[src/rtl/ram_dma_if.sv]
// RAM port bundle between the DMA engine (master) and the RAM (slave).
// mem_read is combinational from mem_addr while mem_ld is high.
interface ram_dma_if #(
   parameter int ADDR_W = 10,
   parameter int DATA_W = 20
);
   logic [ADDR_W-1:0] mem_addr;
   logic [DATA_W-1:0] mem_wdata;
   logic              mem_str;
   logic              mem_ld;
   logic [DATA_W-1:0] mem_read;

   modport master (
      output mem_addr,
      output mem_wdata,
      output mem_str,
      output mem_ld,
      input  mem_read
   );

   modport slave (
      input  mem_addr,
      input  mem_wdata,
      input  mem_str,
      input  mem_ld,
      output mem_read
   );
endinterface

[src/rtl/ram_dma.sv]
// Word-at-a-time RAM-to-RAM copy engine with optional pattern fill.
// Define RAM_DMA_FILL_EN to enable fill mode (fill/pattern ignored otherwise).
module ram_dma #(
   parameter int ADDR_W = 10,
   parameter int DATA_W = 20
) (
   input  logic              clk,
   input  logic              rst,
   input  logic              start,
   input  logic [ADDR_W-1:0] src,
   input  logic [ADDR_W-1:0] dst,
   input  logic [ADDR_W:0]   len,
   input  logic              fill,
   input  logic [DATA_W-1:0] pattern,
   output logic              busy,
   output logic              done,
   ram_dma_if.master         bus
);

`ifdef RAM_DMA_FILL_EN
   localparam logic FillEn = 1'b1;
`else
   localparam logic FillEn = 1'b0;
`endif

   localparam logic [ADDR_W:0] MaxLen = {1'b1, {ADDR_W{1'b0}}};
   localparam logic [ADDR_W:0] One    = {{ADDR_W{1'b0}}, 1'b1};

   typedef enum logic [1:0] {
      IDLE,
      RD,
      WR,
      DONE
   } state_e;

   state_e            state_q, state_d;
   logic [ADDR_W-1:0] src_q, src_d;
   logic [ADDR_W-1:0] dst_q, dst_d;
   logic [ADDR_W:0]   cnt_q, cnt_d;
   logic [DATA_W-1:0] buf_q, buf_d;
   logic [DATA_W-1:0] pat_q, pat_d;
   logic              fill_q, fill_d;

   logic [ADDR_W:0]   len_c;
   logic              fill_c;

   assign len_c  = (len > MaxLen) ? MaxLen : len;
   assign fill_c = fill & FillEn;

   always_ff @(posedge clk) begin
      if (rst) begin
         state_q <= IDLE;
         src_q   <= '0;
         dst_q   <= '0;
         cnt_q   <= '0;
         buf_q   <= '0;
         pat_q   <= '0;
         fill_q  <= 1'b0;
      end else begin
         state_q <= state_d;
         src_q   <= src_d;
         dst_q   <= dst_d;
         cnt_q   <= cnt_d;
         buf_q   <= buf_d;
         pat_q   <= pat_d;
         fill_q  <= fill_d;
      end
   end

   always_comb begin
      state_d = state_q;
      src_d   = src_q;
      dst_d   = dst_q;
      cnt_d   = cnt_q;
      buf_d   = buf_q;
      pat_d   = pat_q;
      fill_d  = fill_q;
      unique case (state_q)
         IDLE: begin
            if (start) begin
               if (len_c == '0) begin
                  state_d = DONE;
               end else begin
                  src_d   = src;
                  dst_d   = dst;
                  cnt_d   = len_c;
                  pat_d   = pattern;
                  fill_d  = fill_c;
                  state_d = fill_c ? WR : RD;
               end
            end
         end
         RD: begin
            buf_d   = bus.mem_read;
            state_d = WR;
         end
         WR: begin
            src_d = src_q + 1'b1;
            dst_d = dst_q + 1'b1;
            cnt_d = cnt_q - 1'b1;
            if (cnt_q == One) begin
               state_d = DONE;
            end else begin
               state_d = fill_q ? WR : RD;
            end
         end
         DONE: begin
            state_d = IDLE;
         end
         default: begin
            state_d = IDLE;
         end
      endcase
   end

   // Store is gated by rst so a reset edge never commits a write.
   always_comb begin
      busy          = 1'b0;
      done          = 1'b0;
      bus.mem_addr  = '0;
      bus.mem_wdata = '0;
      bus.mem_str   = 1'b0;
      bus.mem_ld    = 1'b0;
      unique case (state_q)
         RD: begin
            busy         = 1'b1;
            bus.mem_addr = src_q;
            bus.mem_ld   = 1'b1;
         end
         WR: begin
            busy          = 1'b1;
            bus.mem_addr  = dst_q;
            bus.mem_wdata = fill_q ? pat_q : buf_q;
            bus.mem_str   = ~rst;
         end
         DONE: begin
            done = 1'b1;
         end
         default: begin
            busy = 1'b0;
         end
      endcase
   end

endmodule

[src/flat_wrapper.sv]
// flat-port wrapper written by rule: the top's interface ports become plain ports
module ram_dma_flat 
#(
   parameter int ADDR_W = 10,
   parameter int DATA_W = 20
)
  (clk, rst, start, src, dst, len, fill, pattern, busy, done, bus_mem_addr, bus_mem_wdata, bus_mem_str, bus_mem_ld, bus_mem_read);
  ram_dma_if #(.ADDR_W(ADDR_W), .DATA_W(DATA_W)) bus_i ();
  input  logic clk;
  input  logic rst;
  input  logic start;
  input  logic [ADDR_W-1:0] src;
  input  logic [ADDR_W-1:0] dst;
  input  logic [ADDR_W:0] len;
  input  logic fill;
  input  logic [DATA_W-1:0] pattern;
  output logic busy;
  output logic done;
  output wire logic [$bits(bus_i.mem_addr)-1:0] bus_mem_addr;
  output wire logic [$bits(bus_i.mem_wdata)-1:0] bus_mem_wdata;
  output wire logic [$bits(bus_i.mem_str)-1:0] bus_mem_str;
  output wire logic [$bits(bus_i.mem_ld)-1:0] bus_mem_ld;
  input wire logic [$bits(bus_i.mem_read)-1:0] bus_mem_read;
  assign bus_mem_addr = bus_i.mem_addr;
  assign bus_mem_wdata = bus_i.mem_wdata;
  assign bus_mem_str = bus_i.mem_str;
  assign bus_mem_ld = bus_i.mem_ld;
  assign bus_i.mem_read = bus_mem_read;
  ram_dma #(.ADDR_W(ADDR_W), .DATA_W(DATA_W)) u_core (.clk(clk), .rst(rst), .start(start), .src(src), .dst(dst), .len(len), .fill(fill), .pattern(pattern), .busy(busy), .done(done), .bus(bus_i));
endmodule
[config.mk]
export PLATFORM = sky130hd
export DESIGN_NAME = ram_dma_flat
export DESIGN_NICKNAME = d
export VERILOG_FILES = /design/src/rtl/ram_dma_if.sv /design/src/rtl/ram_dma.sv /design/src/flat_wrapper.sv
export SDC_FILE = /design/constraint.sdc
export NUM_CORES = 1
export LEC_CHECK = 0
export ABC_AREA = 1
export ABC_CLOCK_PERIOD_IN_PS = 2900
export CAP_MARGIN = 5
export CORE_ASPECT_RATIO = 2
export CORE_MARGIN = 10
export CORE_UTILIZATION = 30
export CTS_BUF_LIST = sky130_fd_sc_hd__clkbuf_8
export DETAILED_ROUTE_END_ITERATION = 10
export GPL_TIMING_DRIVEN = 0
export HOLD_SLACK_MARGIN = 0.06
export SYNTH_ARGS = -nofsm -noshare
export SYNTH_HDL_FRONTEND = slang
export SYNTH_SLANG_ARGS = --single-unit
[constraint.sdc]
create_clock -name clk -period 2.9 [get_ports clk]
set_input_delay 0.58 -clock clk [delete_from_list [all_inputs] [get_ports clk]]
set_output_delay 0.58 -clock clk [all_outputs]
set_load 0.05 [all_outputs]
# Word level (Yosys, flattened, before mapping)
# Index checks and enable logic that the tools add are counted.
dict set report word_totals {
  input_bits 75
  elab_cells 41
  register_bits 53
  out_inout_bits 34
}
dict set report op_classes {
  n_reduce_logical 5
  add_sub_neg 3
  n_bitwise 1
  n_lt_le_gt_ge 1
  eq_ne 6
  muxes 20
}
# cell n
set ops {}
lappend ops {{10-bit one-hot mux with 2 select lines} 3}
lappend ops {{10-bit 2-to-1 mux} 4}
lappend ops {{11-bit 2-to-1 mux} 3}
lappend ops {{11-bit one-hot mux with 2 select lines} 1}
lappend ops {{10-bit by 1-bit adder with 10-bit output, second input constant} 2}
lappend ops {{20-bit 2-to-1 mux} 1}
lappend ops {{11-bit by 1-bit equality test with 1-bit output, second input constant} 1}
lappend ops {{11-bit > comparator, second input constant} 1}
lappend ops {{11-bit zero test} 1}
lappend ops {{11-bit by 1-bit subtractor with 11-bit output, second input constant} 1}
lappend ops {{2-bit one-hot mux with 4 select lines} 1}
lappend ops {{2-bit 2-to-1 mux} 3}
lappend ops {{2-bit equality test, second input constant} 2}
lappend ops {{1-bit 2-to-1 mux} 4}
lappend ops {{2-bit inequality test, second input constant} 2}
lappend ops {{3-bit AND reduction} 1}
lappend ops {{2-bit by 1-bit equality test with 1-bit output, second input constant} 1}
lappend ops {{2-bit zero test} 1}
lappend ops {{2-bit nonzero test} 1}
lappend ops {{2-bit OR reduction} 1}
lappend ops {{1-bit inverter} 1}

# Logic depth before layout (Yosys ltp)
# Gate-level depths: netlist (run 1).
dict set report logic_depth {
  word_depth 6
  depth_mapped 11
  mapped_depth_nobuf 10
}

# Worst setup path after synthesis (run 1)
# No wires, ideal clock.
dict set report synth_timing {
  path_kind {register to output}
  start {register u_core.state_q[1]}
  end {output bus_mem_addr[0]}
  path_slack_ps 182
  t_required_ps 2320
  path_stages_with_launch 5
  arrival_ps 2138
  cell_sequence {dfxtp_1 > inv_1 > ha_1 > clkinv_1 > a21oi_1}
}
dict set report synth_between {
  elab_chain_cells 2
}
# element line
set synth_lines {}
lappend synth_lines {{start: declaration} ram_dma.sv:36} ;# state_e state_q, state_d;
lappend synth_lines {{start signal: assignment} ram_dma.sv:60} ;# state_q <= state_d;
lappend synth_lines {{2-bit equality test / 2-bit by 1-bit equality test with 1-bit output (equally long branches)} ram_dma.sv:124} ;# unique case (state_q)
lappend synth_lines {{10-bit one-hot mux with 2 select lines (*)} ram_dma.sv:124}
lappend synth_lines {{end: declaration} flat_wrapper.sv:19} ;# output wire logic [$bits(bus_i.mem_addr)-1:0] bus_mem_addr;
# Mark *: on every way between the ends. The rest lies on a longest branch, timed or not.

# Worst setup path after layout (run 1)
dict set report layout_timing {
  start {register u_core.state_q[1]}
  end {output bus_mem_addr[5]}
}
# Same word-level chain as after synthesis.

==> qor.yml, run 1 <==
outcome:
  status: "complete, no violations"
worst_setup_path:
  crit_path_top_delay_cell: "dlygate4sd2_1"
  slowest_delay_ns: 0.55
  crit_family: "buffers and inverters"
  arrival_ns: 2.21
  critPathKind: "reg -> out"
  cp_max_fo: 10
  path_cells: "inv_1, ha_1, clkinv_1, a21oi_1, dlygate4sd2_1"
  start_kind: "register"
  cp.buffers_inverters: 3
  endpoint_kind: "output pin"
  critPathRequiredTime_ns: 2.32
global_route:
  grt_usage_pct: 15.1
  grt_pass1_vias: 4076
  grt_max_degree: 20
  grt_pass1_wl_um: 19700
  grt_overflow: 0
  antenna_found_initial: 0
timing:
  report.final.slew_viol_count: 0
  fin_tns_setup_ns: 0
  maxSlewHeadroom_pct: 58.0
  setup_ws_ns: 0.110
  setup_violations: 0
  max_clock_freq_mhz: 358
  skew_ns: 0.0113
  timing.final.crit_period_ns: 2.79
  finalCritPeriodShare_pct: 96.2
  tightest_slew_ns: 0.630
  final_hold_viol_count: 0
  fin_hold_ws_ns: 0.505
synthesis:
  yosysWarnings: 0
  synth-seq-cells: 53
  yosysUniqueCellTypes: 33
  syn_nets: 651
  async_reset_ff_share_pct: 0
  syn_area_per_cell_um2: 6.06
  synth_edf_count: 0
  synth-main-ff-cell: "dfxtp_1"
  syn_inst: 567
  synth_area_mm2: 0.00344
  yosysSeqAreaShare_pct: 30.9
die:
  dieArea_mm2: 0.0164
  io_pins: 109
  initial_core_util_pct: 30.5
  die_h_um: 171
  rows: 55
  core-area_mm2: 0.0113
  die_w_um: 95.7
cts:
  tritoncts: "yes"
  cts.sinks: 53
  root_buffer: "clkbuf_8"
  clk_pin_slew_ns: 0.11
  cts.hold.buffers_added: 0
  cts_max_level: 2
  cts_setup_buffers: 0
  cts_buffers: 5
  clk_latency_ns: 0.33
  clk_path_buf_depth: 2
finish:
  drive_gt1_share_pct: 10.3
  area_growth_pct: 31.4
  fin_cells: 803
  nFillCells: 1283
  final_cell_mix: "148 x nand2_1, 101 x nor2_1, 56 x clkdlybuf4s50_1"
  antenna_cells: 0
  final_nets: 744
  ff_latch_area_mm2: 0.00106
  final_common_cell: "nand2_1"
  multi_input_area_mm2: 0.00202
power_and_ir_drop:
  finalPower_mw: 3.06
  power.density_mw_per_mm2: 678
  leakagePower_nw: 2.20
  ir_drop_mv: 0.483
placement:
  post-place-ws_ns: -0.439
  dpl.hpwl_um: 9790
  io_buffers: 87
  post-place-cells: 796
  routabilityCongestion: 0.894
routing:
  wl_per_cell_um: 15.2
  drt_iter0_drc: 229
  vias: 3958
  first_pass_iters: 5
  wl_um: 12200
  drtAntennaViolNets: 0
  drcViolationCount: 0
  viasPerCell: 4.93
hold_path:
  holdCritPathClass: "reg -> reg"
job:
  maxCapViolCount: 0
==> layout make-up <==
class | count | area share (%)
clock buffers | 5 | 1.52
repair buffers | 87 | 17.1
multi-input cells | 426 | 44.7
plain buffers | 30 | 3.43
flip-flops and latches | 53 | 23.5
inverters | 57 | 4.74
clock inverters | 3 | 1.11
well taps | 142 | 3.93
==> flip-flops by register name, summed over array words and instances, names as in the netlist <==
| register | cells |
|---|---|
| u_core.buf_q | 20 |
| u_core.cnt_q | 11 |
| u_core.dst_q | 10 |
| u_core.src_q | 10 |
| u_core.state_q | 2 |
==> what timing repair did <==
item | CTS | global route
hold endpoints to repair | 0 | 0
resized for setup | 125 | 23
cloned | 0 | 0
endpoints found under the setup margin | 31 | 30
==> metal layers <==
| layer | up-vias | track usage, % | part of all wire (%) |
|---|---|---|---|
| met5 | - | 0 | 0 |
| met4 | 0 | 7.80 | 3.4 |
| met3 | 28 | 3.97 | 6.4 |
| met2 | 150 | 27.7 | 53 |
| met1 | 1790 | 14.6 | 37 |
| li1 | 1990 | - | - |
==> worst paths after layout <==
check / start / endpoint / slack, ns / cells past startpoint
setup / recovery: u_core.state_q[1] / bus_mem_addr[5] / 0.11 / 5
hold / removal: u_core.buf_q[2] / u_core.buf_q[2] / 0.50 / 2
setup reg to reg: u_core.state_q[0] / u_core.cnt_q[6] / 0.68 / 9
hold reg to reg: u_core.buf_q[2] / u_core.buf_q[2] / 0.50 / 2
==> synthesized netlist by cell type (all sizes together), types with 2 or more instances <==
cell type	instances	share of area, %
nand3	51	7.6
a31oi	3	0.55
nand4	7	1.3
nand3b	9	2.0
ha	9	3.3
nor2	103	11
nor3b	2	0.44
clkbuf	15	1.6
nand2	150	17
buf	16	2.5
dfxtp	53	31
nor3	7	1.0
o21ai	37	5.4
xor2	2	0.51
a21oi	37	6.5
o31ai	2	0.44
inv	56	6.1
==> per-stage QoR <==
step	util, %	instance area (µm²)
2_1_floorplan	-	3440
3_3_place_gp	39.7	4490
3_5_place_dp	39.7	4490
4_1_cts	39.9	4510
5_1_grt	40.0	4520
6_report	40.0	4520
==> kinds of logic (layout without fill, tap and decap cells) <==
| kind of cell | Yosys count | count (layout) | synth area share, % |
|---|---|---|---|
| flops | 53 | 53 | 30.9 |
| xor+xnor | 3 | 3 | 0.765 |
| simple gates | 330 | 330 | 40.4 |
| fa+ha+maj | 9 | 9 | 3.28 |
| buf+inv | 88 | 182 | 10.4 |
| compound gates | 84 | 84 | 14.3 |
==> power breakdown <==
part | internal, mW | switching [mW]
Combinational | 0.496 | 0.934
Clock | 0.265 | 0.291
Sequential | 0.912 | 0.162
==> tightest hold or removal path, cell delays in order (launching register included) <==
cell,delay (ns)
dfxtp_1,0.33
o21ai_0,0.07
nor2_1,0.07
(Power assumes the default switching activity.)
==> run 2: changes to the inputs <==
--- a/config.mk
+++ b/config.mk
@@ -6,7 +6,6 @@
 export NUM_CORES = 1
 export LEC_CHECK = 0
 export ABC_AREA = 1
-export ABC_CLOCK_PERIOD_IN_PS = 2900
 export CAP_MARGIN = 5
 export CORE_ASPECT_RATIO = 2
 export CORE_MARGIN = 10
==> results of run 2 <==
Final layout, timing and power as in run 1 (identical DEF).
